`src/rtl/rv_plic_target_pkg.sv`:
```
// Shared types and helpers for the PLIC per-target claim/complete controller.
//   state_e       : scan FSM states (SCAN, PUBLISH)
//   MAX_SRC       : upper bound on source count handled by the decode helper
//   id_width()    : ID width for a given source count (ID 0 reserved for "none")
//   id_to_onehot(): ID -> one-hot source vector; out-of-range IDs decode to 0
package rv_plic_target_pkg;

    typedef enum logic {
        SCAN    = 1'b0,
        PUBLISH = 1'b1
    } state_e;

    // PLIC architectural maximum is 1023 sources.
    localparam int unsigned MAX_SRC = 1024;

    function automatic int unsigned id_width(input int unsigned n_source);
        return $clog2(n_source + 1);
    endfunction

    // Bit i is set for ID i+1. IDs of 0 or above n_source yield all-zero,
    // which is how both the claim and complete paths drop invalid IDs.
    function automatic logic [MAX_SRC-1:0] id_to_onehot(input logic [31:0]   id,
                                                        input int unsigned   n_source);
        logic [MAX_SRC-1:0] oh;
        oh = '0;
        for (int unsigned i = 0; i < MAX_SRC; i++) begin
            if (i < n_source && id == i + 1) oh[i] = 1'b1;
        end
        return oh;
    endfunction

endpackage

```
`src/rtl/rv_plic_prio_cmp.sv`:
```
// Priority comparator: returns the incumbent unless the candidate is valid
// and has strictly greater priority. Feeding lower IDs on the incumbent side
// therefore makes ties resolve to the lower ID.
//   inc_prio/inc_id    : current best
//   cand_valid/prio/id : challenger
//   win_prio/win_id    : winner
module rv_plic_prio_cmp #(
    parameter int unsigned PRIO_W = 3,
    parameter int unsigned ID_W   = 6
) (
    input  logic [PRIO_W-1:0] inc_prio,
    input  logic [ID_W-1:0]   inc_id,
    input  logic              cand_valid,
    input  logic [PRIO_W-1:0] cand_prio,
    input  logic [ID_W-1:0]   cand_id,
    output logic [PRIO_W-1:0] win_prio,
    output logic [ID_W-1:0]   win_id
);

    logic take;
    assign take     = cand_valid && (cand_prio > inc_prio);
    assign win_prio = take ? cand_prio : inc_prio;
    assign win_id   = take ? cand_id   : inc_id;

endmodule

```
`src/rtl/rv_plic_target_ctrl.sv`:
```
// Per-target PLIC claim/complete controller.
// Picks the highest-priority pending+enabled source above threshold and
// presents it on irq_o/irq_id_o; turns claim reads and complete writes into
// one-cycle one-hot pulses for the gateways.
//   clk_i, rst_ni         : clock, synchronous active-low reset
//   ip_i, ie_i, prio_i    : gateway pending, target enables, packed priorities
//   threshold_i           : target threshold
//   claim_re_i/claim_id_o : claim read strobe / ID returned same cycle
//   complete_we_i/_id_i   : complete write strobe / written ID
//   claim_o, complete_o   : registered one-hot pulses to gateways
//   irq_o, irq_id_o       : interrupt request and winning ID
// Build option: RV_PLIC_TARGET_PARALLEL_ARB_EN selects a combinational max
// tree registered every cycle instead of the default one-source-per-cycle scan.
module rv_plic_target_ctrl
    import rv_plic_target_pkg::*;
#(
    parameter int unsigned N_SOURCE = 32,
    parameter int unsigned PRIO_W   = 3,
    parameter int unsigned ID_W     = id_width(N_SOURCE)
) (
    input  logic                       clk_i,
    input  logic                       rst_ni,
    input  logic [N_SOURCE-1:0]        ip_i,
    input  logic [N_SOURCE-1:0]        ie_i,
    input  logic [N_SOURCE*PRIO_W-1:0] prio_i,
    input  logic [PRIO_W-1:0]          threshold_i,
    input  logic                       claim_re_i,
    output logic [ID_W-1:0]            claim_id_o,
    input  logic                       complete_we_i,
    input  logic [ID_W-1:0]            complete_id_i,
    output logic [N_SOURCE-1:0]        claim_o,
    output logic [N_SOURCE-1:0]        complete_o,
    output logic                       irq_o,
    output logic [ID_W-1:0]            irq_id_o
);

    logic [PRIO_W-1:0] prio_arr [N_SOURCE];
    logic              claim_hit;

    for (genvar i = 0; i < N_SOURCE; i++) begin : g_prio
        assign prio_arr[i] = prio_i[i*PRIO_W +: PRIO_W];
    end

    // A claim with nothing to hand out is a no-op: no pulse, no restart.
    assign claim_id_o = irq_id_o;
    assign claim_hit  = claim_re_i && (irq_id_o != '0);

    // Claim/complete pulse generation is identical in both arbiter builds.
    always_ff @(posedge clk_i) begin
        if (!rst_ni) begin
            claim_o    <= '0;
            complete_o <= '0;
        end else begin
            claim_o    <= claim_hit ? N_SOURCE'(id_to_onehot(32'(irq_id_o), N_SOURCE)) : '0;
            complete_o <= complete_we_i ? N_SOURCE'(id_to_onehot(32'(complete_id_i), N_SOURCE)) : '0;
        end
    end

`ifdef RV_PLIC_TARGET_PARALLEL_ARB_EN

    // Heap-ordered max tree: node k combines 2k (lower IDs, incumbent) and
    // 2k+1 (candidate). Leaves beyond N_SOURCE are padded with prio 0.
    localparam int unsigned NPOW = 1 << $clog2(N_SOURCE);

    logic [PRIO_W-1:0] node_prio [1:2*NPOW-1];
    logic [ID_W-1:0]   node_id   [1:2*NPOW-1];

    for (genvar i = 0; i < NPOW; i++) begin : g_leaf
        if (i < N_SOURCE) begin : g_src
            logic act;
            assign act                = ip_i[i] & ie_i[i];
            assign node_prio[NPOW+i] = act ? prio_arr[i] : '0;
            assign node_id[NPOW+i]   = act ? ID_W'(i + 1) : '0;
        end else begin : g_pad
            assign node_prio[NPOW+i] = '0;
            assign node_id[NPOW+i]   = '0;
        end
    end

    for (genvar k = 1; k < NPOW; k++) begin : g_node
        rv_plic_prio_cmp #(.PRIO_W(PRIO_W), .ID_W(ID_W)) u_cmp (
            .inc_prio   (node_prio[2*k]),
            .inc_id     (node_id[2*k]),
            .cand_valid (1'b1),
            .cand_prio  (node_prio[2*k+1]),
            .cand_id    (node_id[2*k+1]),
            .win_prio   (node_prio[k]),
            .win_id     (node_id[k])
        );
    end

    always_ff @(posedge clk_i) begin
        if (!rst_ni || claim_hit) begin
            irq_o    <= 1'b0;
            irq_id_o <= '0;
        end else begin
            irq_o    <= node_prio[1] > threshold_i;
            irq_id_o <= (node_prio[1] > threshold_i) ? node_id[1] : '0;
        end
    end

`else

    localparam int unsigned IDX_W = (N_SOURCE > 1) ? $clog2(N_SOURCE) : 1;

    state_e            state;
    logic [IDX_W-1:0]  idx;
    logic [PRIO_W-1:0] best_prio, win_prio;
    logic [ID_W-1:0]   best_id, win_id;

    // best_prio starts at 0, so priority-0 sources can never win.
    rv_plic_prio_cmp #(.PRIO_W(PRIO_W), .ID_W(ID_W)) u_cmp (
        .inc_prio   (best_prio),
        .inc_id     (best_id),
        .cand_valid (ip_i[idx] & ie_i[idx]),
        .cand_prio  (prio_arr[idx]),
        .cand_id    (ID_W'(idx) + ID_W'(1)),
        .win_prio   (win_prio),
        .win_id     (win_id)
    );

    always_ff @(posedge clk_i) begin
        if (!rst_ni) begin
            state     <= SCAN;
            idx       <= '0;
            best_prio <= '0;
            best_id   <= '0;
            irq_o     <= 1'b0;
            irq_id_o  <= '0;
        end else if (claim_hit) begin
            // Claim wins over PUBLISH and discards any partial scan, so the
            // claimed source is re-evaluated only after its ip has dropped.
            state     <= SCAN;
            idx       <= '0;
            best_prio <= '0;
            best_id   <= '0;
            irq_o     <= 1'b0;
            irq_id_o  <= '0;
        end else begin
            case (state)
                SCAN: begin
                    best_prio <= win_prio;
                    best_id   <= win_id;
                    if (idx == IDX_W'(N_SOURCE - 1)) state <= PUBLISH;
                    else                             idx   <= idx + IDX_W'(1);
                end
                PUBLISH: begin
                    irq_o     <= best_prio > threshold_i;
                    irq_id_o  <= (best_prio > threshold_i) ? best_id : '0;
                    best_prio <= '0;
                    best_id   <= '0;
                    idx       <= '0;
                    state     <= SCAN;
                end
                default: state <= SCAN;
            endcase
        end
    end

`endif

endmodule

```
`config.mk`:
```
export PLATFORM = sky130hd
export DESIGN_NAME = rv_plic_target_ctrl
export DESIGN_NICKNAME = d
export VERILOG_FILES = /design/src/rtl/rv_plic_target_pkg.sv /design/src/rtl/rv_plic_prio_cmp.sv /design/src/rtl/rv_plic_target_ctrl.sv
export SDC_FILE = /design/constraint.sdc
export NUM_CORES = 1
export LEC_CHECK = 0
export ABC_AREA = 1
export CELL_PAD_IN_SITES_DETAIL_PLACEMENT = 1
export CELL_PAD_IN_SITES_GLOBAL_PLACEMENT = 2
export CORE_MARGIN = 5
export CORE_UTILIZATION = 33
export CTS_CLUSTER_DIAMETER = 40
export DETAILED_ROUTE_END_ITERATION = 8
export DONT_BUFFER_PORTS = 1
export PLACE_DENSITY_LB_ADDON = 0.15
export SLEW_MARGIN = 20
export SYNTH_ARGS = -nofsm -noshare
export SYNTH_HDL_FRONTEND = slang
export SYNTH_HIERARCHICAL = 1
export SYNTH_SLANG_ARGS = --single-unit
```
`constraint.sdc`:
```
create_clock -name clk_i -period 3.7 [get_ports clk_i]
set_clock_uncertainty 0.1 [all_clocks]
set_input_delay 0.74 -clock clk_i [delete_from_list [all_inputs] [get_ports clk_i]]
set_output_delay 0.74 -clock clk_i [all_outputs]
set_load 0.03 [all_outputs]
```
; After elaboration in Yosys (flattened, before gate mapping)
; Index checks and enable logic that the tools add are counted.
[word_totals]
regBits = 86
input_bits = 173
out_inout_bits = 77
word_cells = 171
[classes]
n_addsub = 2
order_cmp = 4
eq_ne = 67
mux = 80
bitwise_logic = 4
reduce_logical = 6
[ops]
columns = op, n
row1 = $eq 6x5->1 const B, 32
row2 = $eq 6x4->1 const B, 16
row3 = $mux 1, 67
row4 = $eq 6x3->1 const B, 8
row5 = $eq 6x2->1 const B, 4
row6 = $bmux 3 s5, 1
row7 = $eq 6x1->1 const B, 2
row8 = $eq 6x6->1 const B, 2
row9 = $mux 6, 2
row10 = $pmux 6 s2, 1
row11 = $bmux 1 s5, 2
row12 = $pmux 5 s2, 1
row13 = $mux 3, 3
row14 = $add 5x1->6 const B, 1
row15 = $ge 6x6->1 const B, 1
row16 = $gt 3x3->1, 2
row17 = $lt 5x6->1 const B, 1
row18 = $not 5->6, 1
row19 = $pmux 3 s2, 1
row20 = $reduce_bool 6->1, 1
row21 = $add 5x1->5 const B, 1
row22 = $eq 5x5->1 const B, 1
row23 = $mux 5, 1
row24 = $reduce_and 2->1, 2
row25 = 7 further kinds, 9

; Logic depth before layout (Yosys ltp)
; Gate-level depths: netlist of the first run.
[logic_depth]
ltp_word = 8
ltp_mapped = 20

; By module
; Netlist of the first run, hierarchy kept.
[modules_own_cells]
columns = module, instances, cells_per_inst, area_per_inst_um2
row1 = rv_plic_target_ctrl, 1, 646, 4172.8
row2 = rv_plic_prio_cmp, 1, 41, 214.0

; Least setup slack after synthesis of the first run
; Ideal clock, no wire load.
[synth_path]
path_type = input to register
start = in prio_i[54]
end = reg best_id[0]
arrival_time_ps = 2070
t_required_ps = 3484
setup_slack_ps = 1414
path_stages = 18
path_buffers = 0
path_cell_list = nor2_1 -> nor2_1 -> o21ai_0 -> nand2_1 -> nor2_1 -> nor2_1 -> nor2_1 -> nor2_1 -> inv_1 -> ha_1 -> nand3_1 -> nand2_1 -> inv_2 -> nand2_4 -> nand2_1 -> nand2_1 -> inv_1 -> nor2_1
[synth_via]
elab_chain_len = 6
[synth_rtl]
columns = element, line_no
row1 = "start, declared", rv_plic_target_ctrl.sv:25  ; input logic [N_SOURCE*PRIO_W-1:0] prio_i,
row2 = $bmux 3 s5, rv_plic_target_ctrl.sv:116  ; .cand_prio (prio_arr[idx]),
row3 = $mux 3 (not written as such) (2 in series), rv_plic_target_ctrl.sv:116
row4 = $gt 3x3->1, rv_plic_prio_cmp.sv:21  ; assign take = cand_valid && (cand_prio > inc_prio);
row5 = $logic_and 1x1->1, rv_plic_prio_cmp.sv:21
row6 = $ne 2x1->1 (no line), -
row7 = "end signal, assigned", rv_plic_target_ctrl.sv:143  ; best_id <= win_id;
row8 = "end, declared", rv_plic_target_ctrl.sv:109  ; logic [ID_W-1:0] best_id, win_id;
; No other way between the ends. The select of a mux whose other input is x is not followed.
; A chain may end at the register's enable or synchronous reset.

; Worst setup path in the final report of the first run
[layout_path]
start = reg idx[0]
end = reg best_id[2]
[layout_via]
elab_cells_between_ends = 15
classes_between = add/sub: 1 / order compare: 1 / eq/ne: 1 / mux: 9 / bitwise: 2 / reduce/logical: 1
[layout_rtl]
columns = element, line_no
row1 = "start, declared", rv_plic_target_ctrl.sv:107  ; logic [IDX_W-1:0] idx;
row2 = "start signal, assigned", rv_plic_target_ctrl.sv:145  ; else idx <= idx + IDX_W'(1);
row3 = $add 5x1->6, rv_plic_target_ctrl.sv:117  ; .cand_id (ID_W'(idx) + ID_W'(1)),
row4 = $mux 6, rv_plic_prio_cmp.sv:23  ; assign win_id = take ? cand_id : inc_id;
row5 = named net win_id[2], rv_plic_target_ctrl.sv:109
row6 = $pmux 6 s2, rv_plic_target_ctrl.sv:140  ; case (state)
; The timed path passes the listed nets, and every way through them passes these cells. The select of a mux whose other input is x is not followed.

==> summary.txt, run 1 <==
Place
  – Placed instance area: 4500 sq um
  – Post-detail-place hpwl: about 11,000 microns
  – RD Place Congestion: between 0.8 and 0.9
  – Post-Place Cells: between 800 and 900
  – PortBufs: 0

Synthesis
  – Mapped cell area: ~4400 sq um
  – Syn Nets: roughly 870
  – Post-synth top flop: dfxtp_1
  – Top cells by count, synth: nor2_1 (165), nand2_1 (158), dfxtp_1 (86)
  – Cell with the most instances after synthesis: nor2_1
  – Distinct cells, synth: 28
  – Warnings, synthesis: 6
  – Leading area contributor after synthesis: dfxtp_1
  – Synth Instances: 687
  – Share of the synthesized area in the top cell type: 39.2%
  – Post-synth EDFFs: 0
  – Area contributors post-synth: dfxtp_1 (39%), nor2_1 (14%), nand2_1 (14%)
  – Share of synthesized registers carrying an async set or reset: 0%
  – Flop and latch count out of synthesis: 86
  – Avg Inst Size Synth: 6.39 sq um
  – Seq/Total Area, Yosys: around 40%

Final layout
  – Diodes inserted: 0
  – Synth-to-layout area growth: 9.70%
  – Layout Nets: 854
  – Share of cells above drive strength 1: 5.90%
  – Final non-filler cell total: 854
  – # fillers: 1,743
  – Layout Cell Area excl Fill: about 4800 sq um

Min path
  – Hold path depth: 2
  – HP Start: best_id[4]
  – WHS Endpoint: claim_id_o[4]
  – Worst Hold Class: reg -> reg

Run
  – Max-cap violations: 0

Clock network
  – CTS Buffer Depth: 2
  – TritonCTS clock tree: yes
  – Cts bufs inserted: 9
  – Clk slew on worst S/H paths: about 60 ps
  – CTS resizes: 0
  – Clock Latency Late Sink: 330 ps
  – Clk Tree Root Cell: clkbuf_16
  – CTS HTree Levels: 3
  – Cts hold-fix bufs: 0
  – CTS Sinks: between 80 and 90
  – Total setup buffers inserted after CTS: 0

Routing
  – Wirelength per Cell: 16.2 microns
  – Initial DRC Count: 140
  – Avg Vias per Cell: between 4 and 5
  – First-pass DRT Iterations: 4
  – Vias: 4,208
  – Final ANT Viol Nets: 0
  – DRT Wirelength: approximately 14,000 microns
  – Drt drc: 0

GRT
  – Initial antenna violation count: 0
  – Number of global-route vias before repair: about 4,400
  – Grt total ovfl: 0
  – First-pass GRT wire length: 22,000 microns
  – GRT Util Overall: between 15 and 20%
  – Largest net degree at the start of global routing: 45

Critical path
  – Reg2Reg Setup Slack: 540 ps
  – Critical Path, Cell by Cell: clkinv_1 -> buf_12 -> nand2_1 -> inv_1 -> nand2_1 -> nand3_1 -> nand2_1 -> nand3_1 -> nor2_1 -> nor2_1 -> ha_1 -> a21oi_2 -> nand2_4 -> nand2_4 -> nand2_1 -> nand2_1 -> inv_1 -> nor2_1
  – Setup crit end kind: register
  – Setup crit start kind: register
  – CP required: 3860 ps
  – Most used cell, CP: nand2_1
  – Slowest library cell on the worst path: dfxtp_2
  – CP arrival: 3310 ps
  – CP Max Fanout: 43
  – FF-to-FF Start: idx[0]
  – CP peak stage delay: 480 ps
  – Reg2Reg Depth: 18
  – FF-to-FF End: best_id[2]
  – WS Path Type: reg -> reg

Timing
  – Slew Limit Fails: 0
  – Final Hold Fails: 0
  – Slew @ Worst Pin: 731 ps
  – Setup_tns: 0 ps
  – FMAX: 317 MHz
  – Final setup viols: 0
  – Final period utilization: 85.3%
  – WHS: 368 ps
  – Rel. slew slack: 51.2%
  – Period minus WS final: 3160 ps
  – RSZ-0062 raised after global routing: false

Floorplanning
  – Die Wd: around 130 microns
  – FP Rows: 42
  – Initial core utilization: 33.4%
  – DIE AREA: 15,700 sq um
  – CORE AREA: 13,100 sq um
  – Die H: 125 microns
  – I/O pin count: 250

Power and ir drop
  – Peak VDD IR: 0.227 mV
  – Leak Pwr: 2.12 nW
  – Total power: between 2 and 2.5 mW
  – Power per standard cell area: roughly 460 nW/um^2

Outcome
  – Status: finished clean
[worst max-delay path, delay by kind of cell, from the launching register on]
kind | cells | cell delay (ps)
simple gates | 12 | 1160
buf+inv | 4 | 800
flops | 1 | 480
fa+ha+maj | 1 | 320
compound gates | 1 | 220
[routing by layer]
layer / vias to the layer above / global-route usage [%] / wire length [microns]
met3: 5 / 5.71 / 1010
met2: 147 / 30.2 / 6850
li1: 2121 / - / -
met1: 1935 / 20.3 / 5880
met4: 0 / 2.30 / 57
met5: - / 0 / 0
[state kept, by name, summed over array words and instances, names as in the netlist]
register    cells
best_id         6
best_prio       3
claim_id_o      6
claim_o        32
complete_o     32
idx             5
irq_o           1
state           1
[layout make-up]
class | count | area (sq um) | area share (%)
Tap cell | 176 | 220 | 4.58
Sequential cell | 86 | 1720 | 35.8
Clock inverter | 6 | 68.8 | 1.43
Inverter | 66 | 250 | 5.20
Multi-Input combinational cell | 503 | 2250 | 46.7
Timing Repair Buffer | 7 | 65.1 | 1.35
Clock buffer | 10 | 239 | 4.97
[power breakdown]
part,switching [mW],total [mW],internal (mW)
clock,0.352,0.896,0.544
sequential,0.0159,0.954,0.938
combinational,0.228,0.347,0.119
total,0.596,2.20,1.60
[through the flow]
step,setup WS [ps],utilization [%]
after floorplan,1410,-
after global placement,642,34.3
after detailed placement,517,34.3
after CTS,495,36.6
after global routing,153,36.6
final,542,36.6
[worst max-delay path by stage]
stage,start,endpoint,slack (ps),cells after the start
2_1_floorplan,prio_i[54],best_id[0],1410,18
3_3_place_gp,idx[0],best_id[5],640,19
3_5_place_dp,idx[0],best_id[3],520,19
4_1_cts,idx[0],best_id[3],500,19
5_1_grt,idx[0],best_id[2],150,19
6_report,idx[0],best_id[2],540,18
[cell families after synthesis]
| group | Yosys count | share of synthesized area, % |
|---|---|---|
| and+or+nand+nor | 443 | 42.4 |
| AOI/OAI and AO/OA | 49 | 5.90 |
| adders and majority gates | 8 | 2.28 |
| buffers and inverters | 98 | 9.56 |
| DFF | 86 | 39.2 |
| xor gates and xnor gates | 3 | 0.599 |
[cell usage in the layout, fill, tap and decap left out, types with 2 or more instances in the layout]
| cell | instances |
|---|---|
| a21oi_1 | 4 |
| buf_4 | 6 |
| clkbuf_16 | 9 |
| clkinv_4 | 2 |
| dfxtp_1 | 85 |
| ha_1 | 8 |
| inv_1 | 59 |
| inv_2 | 5 |
| nand2_1 | 158 |
| nand2_2 | 2 |
| nand2_4 | 3 |
| nand3_1 | 79 |
| nor2_1 | 165 |
| nor2_4 | 3 |
| nor3_1 | 28 |
| nor4_1 | 2 |
| o211ai_1 | 3 |
| o21ai_0 | 40 |
| xor2_1 | 3 |
No activity file was read; power rests on OpenSTA's default activity.
==> run 2: changes to the inputs <==
--- a/config.mk
+++ b/config.mk
@@ -8,11 +8,11 @@
 export ABC_AREA = 1
 export CELL_PAD_IN_SITES_DETAIL_PLACEMENT = 1
 export CELL_PAD_IN_SITES_GLOBAL_PLACEMENT = 2
-export CORE_MARGIN = 5
 export CORE_UTILIZATION = 33
 export CTS_CLUSTER_DIAMETER = 40
 export DETAILED_ROUTE_END_ITERATION = 8
 export DONT_BUFFER_PORTS = 1
+export MAX_ROUTING_LAYER = met4
 export PLACE_DENSITY_LB_ADDON = 0.15
 export SLEW_MARGIN = 20
 export SYNTH_ARGS = -nofsm -noshare
==> run 2 against run 1 <==
Effect of this change:
- sequential cell count stayed put
- sequential power barely moved
- hold slack improved by 9.5 ps
- first-iteration DRC count decreased by 5.7%
- critical path type unchanged
- critical endpoint is now best_prio[1]
- largest cell class unchanged
- highest routed layer unchanged
==> summary.txt, run 2 (synthesis results as in run 1) <==
Final layout
  – Most frequent cells in the layout: nor2_1 (165), nand2_1 (158), dfxtp_1 (85), nand3_1 (79), inv_1 (59)
  – Diodes inserted: 0 (unchanged)
  – Top flop regs: claim_o: 32 flops, complete_o: 32 flops
  – Share of cells above drive strength 1: 5.90% (unchanged)
  – Synth-to-layout area growth: 8.81%
  – Final non-filler cell total: 850 (-0.47%)
  – Core Util, Final: 37.4% (+0.74 points)
  – Layout Cell Area excl Fill: 4770 sq um (-0.81%)
  – Commonest non-fill, non-tap cell in the layout: nor2_1
  – Layout Nets: 854 (unchanged)

Place
  – RD Place Congestion: 0.795 (-4.1%)
  – Post-detail-place hpwl: 10,500 microns (-6.4%)
  – PortBufs: 0 (unchanged)
  – Post-Place Cells: 834 (-0.48%)
  – Placed instance area: 4500 sq um (-0.11%)
  – Dpl ws: 786 ps (+269 ps)

GRT
  – GRT Util Overall: 20.0% (+3.0 points)
  – First-pass GRT wire length: 20,500 microns (-6.7%)
  – Number of global-route vias before repair: 4,247 (-3.9%)
  – Largest net degree at the start of global routing: 54 (+20%)
  – Grt total ovfl: 0 (unchanged)
  – Initial antenna violation count: 0 (unchanged)

Critical path
  – Reg2Reg Setup Slack: 810 ps (+270 ps)
  – Most used cell, CP: nand2_1
  – Slowest library cell on the worst path: dfxtp_2
  – FF-to-FF Start: idx[0]
  – Setup crit end kind: register
  – CP peak stage delay: 490 ps (about the same)
  – CP Max Fanout: 53 (+23%)
  – Crit path max-delay family: simple AND/OR/NAND/NOR gates
  – WS Path Type: reg -> reg
  – CP required: 3810 ps (-50 ps)
  – Setup crit start kind: register
  – Critical Path, Cell by Cell: buf_12 -> nand2_1 -> inv_1 -> nand2_1 -> nand3_1 -> nand2_1 -> nand3_1 -> nor2_1 -> nor2_1 -> inv_1 -> ha_1 -> nand3_1 -> nand2_1 -> inv_2 -> nand2_4 -> nand2_1 -> nand2_1 -> inv_1 -> nor2_1
  – CP arrival: 3000 ps (-310 ps)
  – Number of buffers and inverters on the critical path: 5 (+1)
  – Critical Path Start: idx[0]

Routing
  – First-pass DRT Iterations: 4 (unchanged)
  – Vias: 4,204 (-0.095%)
  – DRT Wirelength: 13,100 microns (-4.9%)
  – Final ANT Viol Nets: 0 (unchanged)
  – Initial DRC Count: 132 (-5.7%)
  – Avg Vias per Cell: 4.95 (+0.38%)
  – Drt drc: 0 (unchanged)
  – Wirelength per Cell: 15.4 microns (-4.4%)

Min path
  – Worst Hold Class: in -> reg
  – HP Start: complete_id_i[4]

Floorplanning
  – I/O pin count: 250 (unchanged)
  – Die H: 117 microns (-6.4%)
  – Die Wd: 117 microns (-6.4%)
  – DIE AREA: 13,800 sq um (-12%)
  – CORE AREA: 12,800 sq um (-2.8%)
  – Initial core utilization: 34.3% (+0.95 points)
  – FP Rows: 41 (-2.4%)

Timing
  – Setup_tns: 0 ps (unchanged)
  – FMAX: 347 MHz (+9.4%)
  – WHS: 378 ps (+9.52 ps)
  – Slew @ Worst Pin: 765 ps (+34.0 ps)
  – Final setup viols: 0 (unchanged)
  – Rel. slew slack: 48.9% (-2.3 points)
  – Final period utilization: 78.0% (-7.4 points)
  – Final Hold Fails: 0 (unchanged)
  – Period minus WS final: 2890 ps (-273 ps)
  – Slew Limit Fails: 0 (unchanged)
  – Final setup margin: 815 ps (+273 ps)
  – RSZ-0062 raised after global routing: false

Power and ir drop
  – Power per standard cell area: 443 nW/um^2 (-3.0%)
  – Total power: 2.11 mW (-3.7%)
  – Leak Pwr: 2.11 nW (-0.72%)
  – Peak VDD IR: 0.198 mV (-13%)

Run
  – Max-cap violations: 0 (unchanged)

Clock network
  – Clk slew on worst S/H paths: 60 ps (about the same)
  – CTS HTree Levels: 3 (unchanged)
  – CTS Buffer Depth: 2 (unchanged)
  – TritonCTS clock tree: yes
  – CTS Sinks: 86 (unchanged)
  – Total setup buffers inserted after CTS: 0 (unchanged)
  – Cts bufs inserted: 9 (unchanged)
  – Clock Latency Late Sink: 330 ps (about the same)
  – Cts hold-fix bufs: 0 (unchanged)
  – Clk Tree Root Cell: clkbuf_16
  – CTS resizes: 0 (unchanged)

Outcome
  – Status: finished clean
==> run 2: changes by cell type in the layout (fill, tap and decap cells not counted) <==
cell	previous run	this run
clkinv_2	1	3
bufinv_16	1	0
clkbuf_8	1	0
==> run 2: cell type report <==
| class | count | area, sq um |
|---|---|---|
| Clock buffer | 9 | 225 |
| Timing Repair Buffer | 7 | 65.1 |
| Clock inverter | 7 | 48.8 |
| Fill cell | 1692 | 8000 |
| Multi-Input combinational cell | 503 | 2250 |
| Sequential cell | 86 | 1720 |
| Tap cell | 172 | 215 |
| Inverter | 66 | 250 |
==> run 2: where the power goes <==
part           internal (mW)  leakage [nW]  switching [mW]
registers              0.938         0.694          0.0156
clock network          0.455         0.136           0.359
logic                  0.119          1.28           0.228
total                   1.51          2.11           0.603
==> run 2: path summary, 6_finish.rpt <==
check	cells past startpoint	to
setup reg to reg	19	best_prio[1]
setup / recovery	19	best_prio[1]
hold reg to reg	2	claim_id_o[4]
hold / removal	1	complete_o[31]
==> run 2: metal layers <==
metal  global-route usage, %  part of all wire (%)
met1                    23.3                    44
met4                    4.73                   1.1
met5                       -                     0
met3                    6.28                   7.0
met2                    33.3                    48
